## config.mk

```make
export PLATFORM = sky130hd
export DESIGN_NAME = max_spi_arbiter
export DESIGN_NICKNAME = d
export VERILOG_FILES = /design/src/rtl/max_spi_arbiter.sv
export SDC_FILE = /design/constraint.sdc
export NUM_CORES = 1
export LEC_CHECK = 0
export BUFFER_PORTS_ARGS = -buffer_cell sky130_fd_sc_hd__buf_2
export CORE_AREA = 2 2 84 86
export DETAILED_ROUTE_END_ITERATION = 8
export DIE_AREA = 0 0 86 88
export PLACE_DENSITY = 0.66
export SLEW_MARGIN = 20
export SYNTH_ARGS = -nofsm -noshare
export SYNTH_HDL_FRONTEND = slang
export SYNTH_SLANG_ARGS = --single-unit
```

## constraint.sdc

```tcl
create_clock -name clk -period 3.14 [get_ports clk]
set_input_delay 0.628 -clock clk [delete_from_list [all_inputs] [get_ports clk]]
set_output_delay 0.628 -clock clk [all_outputs]
set_load 0.1 [all_outputs]
```

## src/rtl/max_spi_arbiter.sv

```systemverilog
// Two-requester round-robin arbiter in front of a MAX3421E SPI master.
// Each grant runs one 16-bit mode-0 frame: a command byte, then a data byte.
module max_spi_arbiter #(
  parameter int unsigned CLK_DIV = 4
) (
  input  logic       clk,
  input  logic       rst_n,
  input  logic       req0,
  input  logic       wr0,
  input  logic [4:0] addr0,
  input  logic [7:0] wdata0,
  input  logic       req1,
  input  logic       wr1,
  input  logic [4:0] addr1,
  input  logic [7:0] wdata1,
  output logic [1:0] done,
  output logic [7:0] rdata,
  output logic [7:0] status,
  output logic       busy,
  output logic       max_ss_n,
  output logic       max_sclk,
  output logic       max_mosi,
  input  logic       max_miso
);

  typedef enum logic [2:0] {
    IDLE,
    SETUP,
    SHIFT,
    HOLD,
    GAP
  } state_e;

  localparam logic [7:0] DIV_LAST = 8'(CLK_DIV - 1);

  state_e      state;
  state_e      state_d;
  logic [7:0]  div_cnt;
  logic        div_last;
  logic [3:0]  bit_cnt;
  logic        phase;      // 0 = SCLK low half of the bit, 1 = high half
  logic [14:0] tx_sr;      // bits still to be driven after the current one
  logic [15:0] rx_sr;
  logic        grant;
  logic        last_grant;
  logic        grant_sel;
  logic        req_any;
  logic [7:0]  cmd_sel;
  logic [7:0]  data_sel;

  assign req_any  = req0 | req1;
  assign div_last = (div_cnt == DIV_LAST);

  // Round-robin: a lone requester wins; on a tie the one not served last wins.
  always_comb begin
    // NOTE: every combinational output gets a default first so no path can infer a latch.
    grant_sel = req1;
    if (req0 && req1) begin
      grant_sel = ~last_grant;
    end
  end

  always_comb begin
    cmd_sel  = {addr0, 1'b0, wr0, 1'b0};
    data_sel = wr0 ? wdata0 : 8'h00;
    if (grant_sel) begin
      cmd_sel  = {addr1, 1'b0, wr1, 1'b0};
      data_sel = wr1 ? wdata1 : 8'h00;
    end
  end

  always_comb begin
    state_d = state;
    case (state)
      IDLE:    if (req_any) state_d = SETUP;
      SETUP:   if (div_last) state_d = SHIFT;
      SHIFT:   if (div_last && phase && (bit_cnt == 4'd15)) state_d = HOLD;
      HOLD:    if (div_last) state_d = GAP;
      GAP:     if (div_last) state_d = IDLE;
      default: state_d = IDLE;
    endcase
  end

  always_ff @(posedge clk or negedge rst_n) begin
    if (!rst_n) begin
      state <= IDLE;
    end else begin
      // NOTE: sequential state uses non-blocking assignments so every register sees pre-edge values.
      state <= state_d;
    end
  end

  always_ff @(posedge clk or negedge rst_n) begin
    if (!rst_n) begin
      div_cnt    <= '0;
      bit_cnt    <= '0;
      phase      <= 1'b0;
      tx_sr      <= '0;
      rx_sr      <= '0;
      grant      <= 1'b0;
      last_grant <= 1'b1;
      done       <= '0;
      rdata      <= '0;
      status     <= '0;
      busy       <= 1'b0;
      max_ss_n   <= 1'b1;
      max_sclk   <= 1'b0;
      max_mosi   <= 1'b0;
    end else begin
      done <= '0;
      case (state)
        IDLE: begin
          div_cnt <= '0;
          if (req_any) begin
            grant      <= grant_sel;
            last_grant <= grant_sel;
            tx_sr      <= {cmd_sel[6:0], data_sel};
            max_mosi   <= cmd_sel[7];
            max_ss_n   <= 1'b0;
            bit_cnt    <= '0;
            phase      <= 1'b0;
            busy       <= 1'b1;
          end
        end

        SETUP: begin
          div_cnt <= div_last ? 8'd0 : div_cnt + 8'd1;
        end

        SHIFT: begin
          if (!div_last) begin
            div_cnt <= div_cnt + 8'd1;
          end else begin
            div_cnt <= '0;
            if (!phase) begin
              // Rising SCLK edge: the slave's bit has been stable for a full low half.
              max_sclk <= 1'b1;
              phase    <= 1'b1;
              rx_sr    <= {rx_sr[14:0], max_miso};
            end else begin
              max_sclk <= 1'b0;
              phase    <= 1'b0;
              if (bit_cnt != 4'd15) begin
                bit_cnt  <= bit_cnt + 4'd1;
                max_mosi <= tx_sr[14];
                tx_sr    <= {tx_sr[13:0], 1'b0};
              end
            end
          end
        end

        HOLD: begin
          if (!div_last) begin
            div_cnt <= div_cnt + 8'd1;
          end else begin
            div_cnt  <= '0;
            max_ss_n <= 1'b1;
            done     <= grant ? 2'b10 : 2'b01;
            status   <= rx_sr[15:8];
            rdata    <= rx_sr[7:0];
          end
        end

        GAP: begin
          if (!div_last) begin
            div_cnt <= div_cnt + 8'd1;
          end else begin
            div_cnt <= '0;
            busy    <= 1'b0;
          end
        end

        default: begin
          div_cnt <= '0;
        end
      endcase
    end
  end

endmodule

```

==> flow_metrics.py <==
metrics = {
    "floorplan": {
        "io-pin-count": 55,
        "rows": 30,
        "start_util_pct": 48.3,
        "die_area_um2": 7570,
        "die_h_um": 88,
        "dieWidth_um": 86,
        "core_um2": 6640,
    },
    "clock_tree": {
        "cts_tree": "yes",
        "root_buffer": "clkbuf_8",
        "cts_hold_buffers": 0,
        "cts_resized": 0,
        "cts.path.max_buffers": 2,
        "cts_sinks": 71,
        "post-cts-setup-buffers": 0,
        "path_clk_slew_ns": 0.08,
        "cts_max_level": 3,
        "cts_made_buffers": 9,
        "worstSkewPairLatency_ns": 0.35,
    },
    "placement": {
        "place_congestion": 0.772,
        "portBuffers": 54,
        "place.detailed.hpwl_um": 4030,
    },
    "setup_path": {
        "start_kind": "register",
        "cp_max_fo": 17,
        "reg2reg_to": "rx_sr[7]",
        "crit_required_ns": 3.37,
        "r2r_cells": 4,
        "worstSetupPathType": "register to register",
        "cp-endpoint": "rx_sr[7]",
        "reg2reg_slack_ns": 0.84,
        "r2r_start": "div_cnt[2]",
        "worst_ep_arrival_time_ns": 2.53,
        "critPathCaptureType": "register",
        "crit_start": "div_cnt[2]",
    },
    "power_and_ir_drop": {
        "power_frac_seq_pct": 43.2,
        "p_clk_share_pct": 27.5,
        "switchingPower_mw": 1.08,
        "peakVddDrop_uv": 516,
        "power.share.switching_pct": 36.2,
        "powerDensity_nw_per_um2": 787,
        "leakage_nw": 1.87,
        "p_int_mw": 1.90,
        "comb_power_share_pct": 29.3,
    },
    "routing": {
        "initialDrtViolationCount": 89,
        "drc_errors": 0,
        "dr.pass1.iters": 4,
        "via_count": 2262,
        "ant_nets": 0,
        "avgViaCountPerCell": 5.44,
        "avgRoutedWirePerCell_um": 14.4,
        "wirelength_um": 5980,
    },
    "cells_and_area": {
        "drive_above_1_share_pct": 38.7,
        "fin_nets": 366,
        "final_common_cell": "dfrtp_1",
        "fillers": 558,
        "most-common-layout-cells": "69 x dfrtp_1, 54 x buf_2, 46 x mux2_2",
        "n_antenna_cell": 0,
        "final_core_util_pct": 56.9,
        "syn_to_final_growth_pct": 17.8,
    },
    "yosys": {
        "synth_simple_gate_area_share_pct": 14.3,
        "synth.area.mux_share_pct": 16.1,
        "synth-seq-area-share_pct": 55.4,
        "async_flop_share_pct": 100,
        "yosysWarnings": 0,
        "synth_area_um2": 3210,
        "synth_compound_area_share_pct": 8.30,
        "synth_xor_area_share_pct": 1.91,
        "ys_ff_latch": 71,
        "synth_edf_count": 0,
        "syn_area_per_cell_um2": 11.7,
        "synthAdderAreaFrac_pct": 0.779,
        "synth_top_family_by_area": "multiplexers",
        "netlist_instances": 275,
        "ys_dominant_reg_cell": "dfrtp_1",
        "synth_nets": 310,
        "synth_cell_types": 40,
    },
    "run_status": {
        "outcome": "finished, final reports clean",
    },
    "global_routing": {
        "grt_usage_pct": 17.1,
        "antenna_found_initial": 0,
        "grt_pass1_vias": 2160,
        "grt_max_degree": 33,
        "grt_pass1_wl_um": 9930,
        "overflow": 0,
    },
    "sta": {
        "fin_crit_ns": 2.30,
        "finalSetupTns_ns": 0,
        "finClkSkew_ns": 0.0122,
        "fmax_ghz": 0.435,
        "hold_violations": 0,
        "slew_violations": 0,
        "setup_viol_count_final": 0,
        "rsz0062_at_grt": "no",
        "slew_headroom_pct": 48.3,
        "worst_pin_slew_ns": 0.773,
        "period_share_pct": 73.3,
    },
    "run": {
        "max-cap-violations": 0,
    },
    "worst_hold_path": {
        "hold_class": "primary input to async pin",
    },
}
[synth_stat cells (4+ instances only)]
cell type  count  share of area, %
dfrtp_1       69                54
mux2_2        46                16
nor2_1        28               3.3
nand3_1       24               3.7
nand2_1       19               2.2
a31oi_1       15               2.9
o21ai_0        8               1.2
clkbuf_1       7              0.82
xor2_1         6               1.6
inv_1          5              0.58
and3_1         4              0.78
[sequential cells by signal, summed over array words and instances, names as in the netlist, 2 cells and up]
register / cells
div_cnt: 8
rdata: 8
tx_sr: 15
rx_sr: 16
bit_cnt: 4
done: 2
state: 3
status: 8
[how the worst min path moves through the flow]
stage | cells after the start | to | from | slack [ns]
4_1_cts | 1 | tx_sr[1] | rst_n | 0.36
2_1_floorplan | 0 | bit_cnt[0] | rst_n | 0.33
5_1_grt | 1 | tx_sr[1] | rst_n | 0.40
6_report | 1 | tx_sr[1] | rst_n | 0.35
3_3_place_gp | 2 | max_ss_n | max_ss_n | 0.46
3_5_place_dp | 2 | max_ss_n | max_ss_n | 0.46
[stage by stage]
stage	instance area (um^2)	setup WS, ns	hold slack, ns	power, mW	instances
after floorplan	3210	1.23	0.332	1.99	275
final	3780	0.839	0.349	2.98	416
after global placement	3560	0.830	0.457	2.16	400
after global routing	3780	0.665	0.403	3.15	416
after CTS	3780	0.815	0.359	3.02	416
after detailed placement	3560	0.831	0.458	2.18	400
[cell type report]
cell class                      count  area (um^2)  share of cell area (%)
Tap cell                           80          100                    2.65
Multi-Input combinational cell    184         1330                    35.2
Inverter                            5         18.8                   0.496
Clock inverter                      7          101                    2.68
Clock buffer                        9          124                    3.27
Sequential cell                    71         1780                    47.0
Timing Repair Buffer               60          328                    8.67
[critical path: stages (launching register included)]
cell and delay [ns]:
dfrtp_1 0.45, nor4_4 0.41, nand3_4 0.22, nor3_4 0.69, mux2_2 0.41
[cells by family (layout without fill, tap and decap cells)]
group                    count (synthesis)  count (layout)
multiplexers                            46              46
AND/OR/NAND/NOR                         89              89
XOR/XNOR                                 7               7
buffers and inverters                   20              81
AO/OA/AOI/OAI                           40              40
adder cells (fa/ha/maj)                  2               2
flip-flops                              71              71
[power groups by stage]
stage | Combinational (mW) | Sequential (mW) | Clock [mW]
floorplan | 0.581 | 1.41 | 0
CTS | 0.884 | 1.29 | 0.844
global placement | 0.865 | 1.30 | 0
global route | 0.962 | 1.31 | 0.880
detailed placement | 0.878 | 1.30 | 0
finish | 0.871 | 1.29 | 0.820
[per-layer routing]
layer	global-route usage (%)	part of all wire (%)
met1	22.3	47
met2	26.3	45
met3	4.90	6.5
met4	8.23	1.5
met5	0	0
No activity file was read; power rests on OpenSTA's default activity.
